<file path="src/rtl/ws2812_frame_ctrl_if.sv">
// Pixel stream handshake between the frame controller and the WS2812 bit serializer.
//   pix_valid : pix_data holds a pixel ready for the serializer
//   pix_data  : scaled pixel {g, r, b}, shifted out MSB first by the serializer
//   pix_ready : serializer accepts pix_data this cycle
interface ws2812_frame_ctrl_if;
    logic        pix_valid;
    logic [23:0] pix_data;
    logic        pix_ready;

    modport master (output pix_valid, output pix_data, input pix_ready);
    modport slave  (input pix_valid, input pix_data, output pix_ready);
endinterface

</file>
<file path="src/rtl/ws2812_frame_ctrl.sv">
// Frame-level controller for a WS2812 LED chain.
// Holds a host-writable GRB pixel buffer, scales each pixel by a global brightness
// latched at frame start, streams pixels to the serializer over a valid/ready
// handshake and then times the latch (reset) gap.
//   clk, rst        : clock, synchronous active-high reset
//   wr_en/addr/data : pixel buffer write port (out-of-range addresses ignored)
//   bright          : global brightness, sampled when a frame starts
//   start           : request one frame refresh (ignored while busy)
//   pix             : pixel stream to the serializer (master side)
//   latch           : high for the whole latch gap
//   busy            : frame in progress
//   frame_done      : one-cycle pulse on the last latch cycle
module ws2812_frame_ctrl #(
    parameter int unsigned NUM_LEDS    = 8,
    parameter int unsigned AW          = 8,
    parameter int unsigned DELAY_RESET = 13500
) (
    input  logic                       clk,
    input  logic                       rst,
    input  logic                       wr_en,
    input  logic [AW-1:0]              wr_addr,
    input  logic [23:0]                wr_data,
    input  logic [7:0]                 bright,
    input  logic                       start,
    ws2812_frame_ctrl_if.master        pix,
    output logic                       latch,
    output logic                       busy,
    output logic                       frame_done
);

    localparam int unsigned IW = (NUM_LEDS > 1) ? $clog2(NUM_LEDS) : 1;
    localparam int unsigned CW = (DELAY_RESET > 1) ? $clog2(DELAY_RESET) : 1;
    localparam logic [IW-1:0] LAST_IDX = IW'(NUM_LEDS - 1);
    localparam logic [CW-1:0] LAST_CNT = CW'(DELAY_RESET - 1);

    typedef enum logic [2:0] {
        S_IDLE,
        S_FETCH,
        S_LOAD,
        S_SEND,
        S_LATCH
    } state_t;

    logic [23:0]   mem [NUM_LEDS];
    logic [23:0]   rd_data;

    state_t        state, state_nx;
    logic [IW-1:0] idx, idx_nx;
    logic [CW-1:0] cnt, cnt_nx;
    logic [7:0]    bright_q, bright_nx;
    logic          pix_valid_q, pix_valid_nx;
    logic [23:0]   pix_data_q, pix_data_nx;
    logic          latch_nx, busy_nx, frame_done_nx;
    logic          xfer;

    assign pix.pix_valid = pix_valid_q;
    assign pix.pix_data  = pix_data_q;
    assign xfer          = pix_valid_q && pix.pix_ready;

    // One channel: (c * (b + 1)) >> 8, so b=255 is identity and b=0 is black.
    function automatic logic [7:0] scale_ch(input logic [7:0] c, input logic [7:0] b);
        logic [15:0] prod;
        prod = 16'(c) * (16'(b) + 16'd1);
        return prod[15:8];
    endfunction

    // Pixel buffer: read-before-write, so a same-cycle write returns old data.
    always_ff @(posedge clk) begin
        if (wr_en && (32'(wr_addr) < NUM_LEDS)) begin
            mem[IW'(wr_addr)] <= wr_data;
        end
        if (state == S_FETCH) begin
            rd_data <= mem[idx];
        end
    end

    // State and registered outputs.
    always_ff @(posedge clk) begin
        if (rst) begin
            state       <= S_IDLE;
            idx         <= '0;
            cnt         <= '0;
            bright_q    <= '0;
            pix_valid_q <= 1'b0;
            pix_data_q  <= '0;
            latch       <= 1'b0;
            busy        <= 1'b0;
            frame_done  <= 1'b0;
        end else begin
            state       <= state_nx;
            idx         <= idx_nx;
            cnt         <= cnt_nx;
            bright_q    <= bright_nx;
            pix_valid_q <= pix_valid_nx;
            pix_data_q  <= pix_data_nx;
            latch       <= latch_nx;
            busy        <= busy_nx;
            frame_done  <= frame_done_nx;
        end
    end

    // Next-state logic.
    always_comb begin
        state_nx = state;
        case (state)
            S_IDLE:  if (start) state_nx = S_FETCH;
            S_FETCH: state_nx = S_LOAD;
            S_LOAD:  state_nx = S_SEND;
            S_SEND:  if (xfer) state_nx = (idx == LAST_IDX) ? S_LATCH : S_FETCH;
            S_LATCH: if (cnt == LAST_CNT) state_nx = S_IDLE;
            default: state_nx = S_IDLE;
        endcase
    end

    // Datapath and output next values; outputs decode the upcoming state so they are registered.
    always_comb begin
        idx_nx      = idx;
        cnt_nx      = cnt;
        bright_nx   = bright_q;
        pix_data_nx = pix_data_q;
        case (state)
            S_IDLE: begin
                if (start) begin
                    idx_nx    = '0;
                    bright_nx = bright;
                end
            end
            S_LOAD: begin
                pix_data_nx = {scale_ch(rd_data[23:16], bright_q),
                               scale_ch(rd_data[15:8],  bright_q),
                               scale_ch(rd_data[7:0],   bright_q)};
            end
            S_SEND: begin
                if (xfer) begin
                    if (idx == LAST_IDX) begin
                        cnt_nx = '0;
                    end else begin
                        idx_nx = idx + IW'(1);
                    end
                end
            end
            S_LATCH: cnt_nx = cnt + CW'(1);
            default: ;
        endcase
        pix_valid_nx  = (state_nx == S_SEND);
        latch_nx      = (state_nx == S_LATCH);
        busy_nx       = (state_nx != S_IDLE);
        frame_done_nx = (state_nx == S_LATCH) && (cnt_nx == LAST_CNT);
    end

endmodule

</file>
<file path="src/flat_wrapper.sv">
// flat-port wrapper written by rule: the top's interface ports become plain ports
module ws2812_frame_ctrl_flat 
#(
    parameter int unsigned NUM_LEDS    = 8,
    parameter int unsigned AW          = 8,
    parameter int unsigned DELAY_RESET = 13500
)
  (clk, rst, wr_en, wr_addr, wr_data, bright, start, latch, busy, frame_done, pix_pix_valid, pix_pix_data, pix_pix_ready);
  ws2812_frame_ctrl_if pix_i ();
  input  logic clk;
  input  logic rst;
  input  logic wr_en;
  input  logic [AW-1:0] wr_addr;
  input  logic [23:0] wr_data;
  input  logic [7:0] bright;
  input  logic start;
  output logic latch;
  output logic busy;
  output logic frame_done;
  output wire logic [$bits(pix_i.pix_valid)-1:0] pix_pix_valid;
  output wire logic [$bits(pix_i.pix_data)-1:0] pix_pix_data;
  input wire logic [$bits(pix_i.pix_ready)-1:0] pix_pix_ready;
  assign pix_pix_valid = pix_i.pix_valid;
  assign pix_pix_data = pix_i.pix_data;
  assign pix_i.pix_ready = pix_pix_ready;
  ws2812_frame_ctrl #(.NUM_LEDS(NUM_LEDS), .AW(AW), .DELAY_RESET(DELAY_RESET)) u_core (.clk(clk), .rst(rst), .wr_en(wr_en), .wr_addr(wr_addr), .wr_data(wr_data), .bright(bright), .start(start), .pix(pix_i), .latch(latch), .busy(busy), .frame_done(frame_done));
endmodule
</file>
<file path="config.mk">
export PLATFORM = sky130hd
export DESIGN_NAME = ws2812_frame_ctrl_flat
export DESIGN_NICKNAME = d
export VERILOG_FILES = /design/src/rtl/ws2812_frame_ctrl_if.sv /design/src/rtl/ws2812_frame_ctrl.sv /design/src/flat_wrapper.sv
export SDC_FILE = /design/constraint.sdc
export NUM_CORES = 1
export LEC_CHECK = 0
export ABC_AREA = 1
export CAP_MARGIN = 10
export CORE_ASPECT_RATIO = 1.5
export CORE_MARGIN = 4
export CORE_UTILIZATION = 50
export CTS_BUF_LIST = sky130_fd_sc_hd__clkbuf_8
export DETAILED_ROUTE_END_ITERATION = 8
export PLACE_DENSITY = 0.74
export SYNTH_ARGS = -nofsm -noshare
export SYNTH_HDL_FRONTEND = slang
export SYNTH_SLANG_ARGS = --single-unit
</file>
<file path="constraint.sdc">
create_clock -name clk -period 5.85 [get_ports clk]
set_input_delay 0.585 -clock clk [delete_from_list [all_inputs] [get_ports clk]]
set_output_delay 0.585 -clock clk [all_outputs]
set_load 0.03 [all_outputs]
</file>
After elaboration in Yosys (flattened, before gate mapping)
Memories as Yosys holds them, arrays and structs flattened. A register that Yosys moved wholly into a read port is not among the register bits. Cells that the tools add are included.

Register bits: 56. Bits in writable memories: 192. Bits of input ports: 45. Output and inout bits: 28. Word-level logic and storage cells: 51. Memories kept: 1.

Add/sub/neg operators: 3. Multiply operators: 3. Order comparisons: 1. Equality and inequality tests: 12. Mux-type cells: 14. Reductions and logical operators: 8.

Memory list: u_core.mem (depth 8, width 24, rd ports 1, clocked after memory_dff 1, wr ports 1, line ws2812_frame_ctrl.sv:44) `logic [23:0] mem [NUM_LEDS];`.

Operator list (count): $mul 8x16->16 (3); $eq 14x14->1 const B (2); $mux 14 (2); $pmux 14 s2 (1); $mux 3 (7); $pmux 3 s5 (1); $add 14x1->14 const B (1); $add 8x1->9 const B (1); $eq 3x2->1 const B (3); $eq 3x3->1 const B (3); $lt 8x4->1 const B (1); $pmux 3 s2 (1); $ne 2x2->1 const B (2); $reduce_and 4->1 (1); $add 3x1->3 const B (1); $eq 3x1->1 const B (1); $logic_and 1x1->1 (3); $logic_not 3->1 (1); $reduce_bool 3->1 (1); $mux 1 (2); $ne 2x1->1 const B (1); $reduce_and 2->1 (1); $reduce_bool 2->1 (1).

Depth between registers and ports, before layout
Word-level depth: 6. Depth in mapped cells: 28. Depth with buffers taken out: 28.

Least setup slack after synthesis
No wires, ideal clock.

Kind: reg2reg. From: register u_core.bright_q[1]. To: register u_core.pix_data_q[14], in the netlist u_core.pix.pix_data[14]. Library setup time: 0.117 ns. Arrival time: 4.502 ns. Required time: 5.733 ns. Path slack: 1.231 ns. Stages on the path, launching flop included: 27. Path buffers: 1. Period minus slack after synthesis: 4.619 ns. Path through: dfxtp_1 > ha_1 > nand2_1 > nor2_2 > inv_2 > nor2_4 > xor2_4 > inv_2 > buf_6 > nor2_2 > fa_1 > fa_1 > fa_1 > inv_1 > fa_1 > inv_1 > ha_1 > nand2_1 > inv_1 > nand2_1 > nand2_1 > inv_1 > nor2_1 > nor3_1 > a21oi_1 > nor2_1 > nor2_1.

Longest elaborated chain between the ends: 2.

RTL lines: start: declaration (line ws2812_frame_ctrl.sv:50) `logic [7:0] bright_q, bright_nx;`; start signal: assignment (line ws2812_frame_ctrl.sv:93) `bright_q <= bright_nx;`; $add 8x1->9 (line ws2812_frame_ctrl.sv:63) `prod = 16'(c) * (16'(b) + 16'd1);`; $mul 8x16->16 (line ws2812_frame_ctrl.sv:63); end signal: assignment (line ws2812_frame_ctrl.sv:95) `pix_data_q <= pix_data_nx;`; end: declaration (line ws2812_frame_ctrl.sv:52) `logic [23:0] pix_data_q, pix_data_nx;`.

No other way between the ends. A chain may end at the register's enable or synchronous reset.

Final worst setup path
Ends and elaborated chain as after synthesis.

==> results.md <==
* Sequential Area at 0.00761 mm²
* Max H-tree Level at 2
* Post-Syn Instances at 1,943
* CTS Hold Bufs at 0
* Period utilization at 88.6%
* Footprint of the multi-input gates at 0.00856 mm²
* Int Pwr at 0.00363 W
* CTS tree: done
* Final setup fails at 0
* Num CTS Buffers at 42
* #FFs+latches synth at 272
* Avg WL per Cell at 16.0 µm
* Initial Utilization at 50.9%
* Mapped Area at 0.0175 mm²
* Clock Tree Buf Depth at 3
* Synth cell types at 38
* Async set-reset flop share out of synthesis at 0%
* IO buf count at 72
* Status: complete, no violations
* Post-synth top flop: edfxtp_1
* Ant. Diodes at 0
* LEAKAGE at 8.80 nW
* Fin Clk Skew at 0.0346 ns
* Ys Warns at 0
* Largest net degree at the start of global routing at 85
* Router iterations before antenna repair at 5
* Syn Nets at 2,208
* Psw at 0.00194 W
* Unrepaired setup endpoints after global routing: no
* Switching Share at 34.9%
* Num Clock Sinks at 272
* Max FO, Critical Path at 19
* DRC violations left at 0
* Total congestion overflow at 0
* Area delta synth->final at 11.8%
* Vias in the first global route at 13,100
* Worst min path class: flip-flop to flip-flop
* Min cycle time layout at 5.18 ns
* Max Cap Viol at 0
* Final ANT Viol Nets at 0
* CP Launch Type: flip-flop
* Pwr Density at 285 mW/mm²
* Share of cells above drive strength 1 at 5.81%
* CP arrival at 5.65 ns
* CP endpoint kind: flip-flop
* Worst Setup Path Type: flip-flop to flip-flop
* HPWL after DPL at 28.9 mm
* Die Ht at 237 µm
* Nets@finish at 2,284
* Worst path required time at 6.32 ns
* Initial antenna violation count at 0
* # IOs at 73
* Clk slew on worst S/H paths at 0.06 ns
* Final Hold Fails at 0
* Logic pwr share at 33.8%
* Slew margin rel. at 38.8%
* Share of the synthesized area in the top cell type at 37.1%
* Worst Path Buf+Inv at 6
* Post-synth EDFFs at 216
* Final WL at 40.2 mm
* Clock Power Share at 27.3%
* First-pass GRT wire length at 66.4 mm
* CTS root buffer: clkbuf_8
* Final hold slack at 0.495 ns
* Vias at 13,300
* Row Count at 83
* Seq/Total Area, Yosys at 43.5%
* Top post-synthesis cells by area: edfxtp_1 (37%), fa_1 (14%), nor2_1 (9.2%)
* Cts repair resizes at 0
* DIE AREA at 0.0381 mm²
* Number of fillers in the final layout at 3,044
* Slowest stage delay, CP at 0.54 ns
* Tot GR Track Use at 21.3%
* Max IR drop VDD at 0.000211 V
* Share of power burned in registers at 38.9%
* Max-slew violations at 0
* Avg Vias per Cell at 5.27
* Worst path slowest cell: fa_1
* Avg Cell Area, Syn at 9.01 µm²
* Die W at 161 µm
* Synth area leader: edfxtp_1
* Core area at 0.0344 mm²
* Initial DRC Count at 1,006
* Latest clock arrival within the worst-skew pair at 0.57 ns
* Setup_tns at 0 ns
* Least-Margin Pin Slew at 0.915 ns
* Post-CTS setup buffer count at 0
* CP delay by family, top: adder cells
* RePlAce Congestion at 0.892
* Max Clock Freq at 193 MHz
sequential cells by signal, indices dropped and copies added, names as in the netlist:
signal and count:
u_core.bright_q 8, u_core.rd_data 24, u_core.frame_done 1, u_core.busy 1, u_core.idx 3, u_core.pix.pix_data 24
u_core.mem 192, u_core.cnt 14, u_core.latch 1, u_core.pix.pix_valid 1, u_core.state 3
path summary, 6_finish.rpt:
| check | cells after the start | slack [ns] | from | end |
|---|---|---|---|---|
| setup / recovery | 25 | 0.67 | u_core.bright_q[1] | u_core.pix.pix_data[14] |
| hold reg to reg | 2 | 0.49 | u_core.pix.pix_data[9] | u_core.pix.pix_data[9] |
| setup reg to reg | 25 | 0.67 | u_core.bright_q[1] | u_core.pix.pix_data[14] |
| hold / removal | 2 | 0.49 | u_core.pix.pix_data[9] | u_core.pix.pix_data[9] |
worst min-delay path, cell delays in order (launching register included):
cell and delay (ns):
dfxtp_1 0.33, o211ai_1 0.09, inv_1 0.05
metrics by stage:
stage	cell area, µm²	utilization (%)	instances	setup slack [ns]	total power, W
3_3_place_gp	18700	54.5	2441	0.845	0.00404
4_1_cts	19500	56.8	2513	0.684	0.00562
2_1_floorplan	17500	-	1943	1.23	0.00358
3_5_place_dp	18700	54.5	2441	0.703	0.00408
5_1_grt	19600	56.9	2514	0.318	0.00601
6_report	19600	56.9	2514	0.667	0.00557
routing by layer:
layer	up-vias	share of wire, %	track usage, %
met2	372	52	38.4
met1	6368	40	26.5
met5	-	0	0
li1	6428	-	-
met4	0	3.2	7.45
met3	87	4.5	2.61
power by group through the flow:
stage	Clock, W	Sequential [W]	Combinational (W)
finish	0.00152	0.00217	0.00188
global route	0.00165	0.00217	0.00219
CTS	0.00156	0.00217	0.00189
global placement	0	0.00221	0.00184
floorplan	0	0.00224	0.00134
detailed placement	0	0.00221	0.00188
layout by cell type, fill, tap and decap left out, drive strengths merged, types with 9 or more instances in the layout:
master and n:
ha 100, buf 22, a21oi 46, nand4 13
nor3 24, inv 306, edfxtp 216, clkbuf 43
xor2 9, a31oi 25, nor2 445, nand3 75
o21ai 131, nand2 275, fa 120, dfxtp 56
clkdlybuf4s50 72, o22ai 24, clkinv 14
kinds of logic (layout without fill, tap and decap cells):
kind of cell,after synthesis,count (layout),synth area share [%]
simple gates,838,838,19.5
xor+xnor,12,12,0.708
compound gates,244,244,7.59
flops,272,272,43.5
fa+ha+maj,220,220,20.9
buf+inv,357,461,7.85
synthesized netlist by cell type (2+ instances only):
| cell type | instances |
|---|---|
| a21oi_1 | 46 |
| nor2_1 | 427 |
| a211oi_1 | 2 |
| nor2_4 | 3 |
| a31oi_1 | 25 |
| nor2_2 | 15 |
| xor2_1 | 8 |
| buf_6 | 2 |
| o22ai_1 | 24 |
| nand3_1 | 75 |
| xnor2_1 | 3 |
| o21ai_0 | 121 |
| nand2_2 | 3 |
| nor3_1 | 21 |
| o21bai_1 | 3 |
| o211ai_1 | 3 |
| o21ai_1 | 10 |
| nand3b_1 | 3 |
| fa_1 | 120 |
| nor3_2 | 2 |
| clkbuf_1 | 44 |
| inv_2 | 7 |
| edfxtp_1 | 216 |
| buf_1 | 2 |
| ha_1 | 100 |
| nand2_1 | 272 |
| inv_1 | 286 |
| buf_2 | 14 |
| a21o_1 | 8 |
| or2_2 | 3 |
| dfxtp_1 | 56 |
| nand4_1 | 13 |
layout make-up:
cell class                 instances  share of cell area (%)
multi-input combinational       1314                    43.8
sequential                       272                    38.9
inverter                         295                    5.67
timing repair buffer              94                    4.63
clock buffer                      43                    3.03
tap                              467                    2.99
clock inverter                    29                   0.998
No activity file was read; power rests on OpenSTA's default activity.
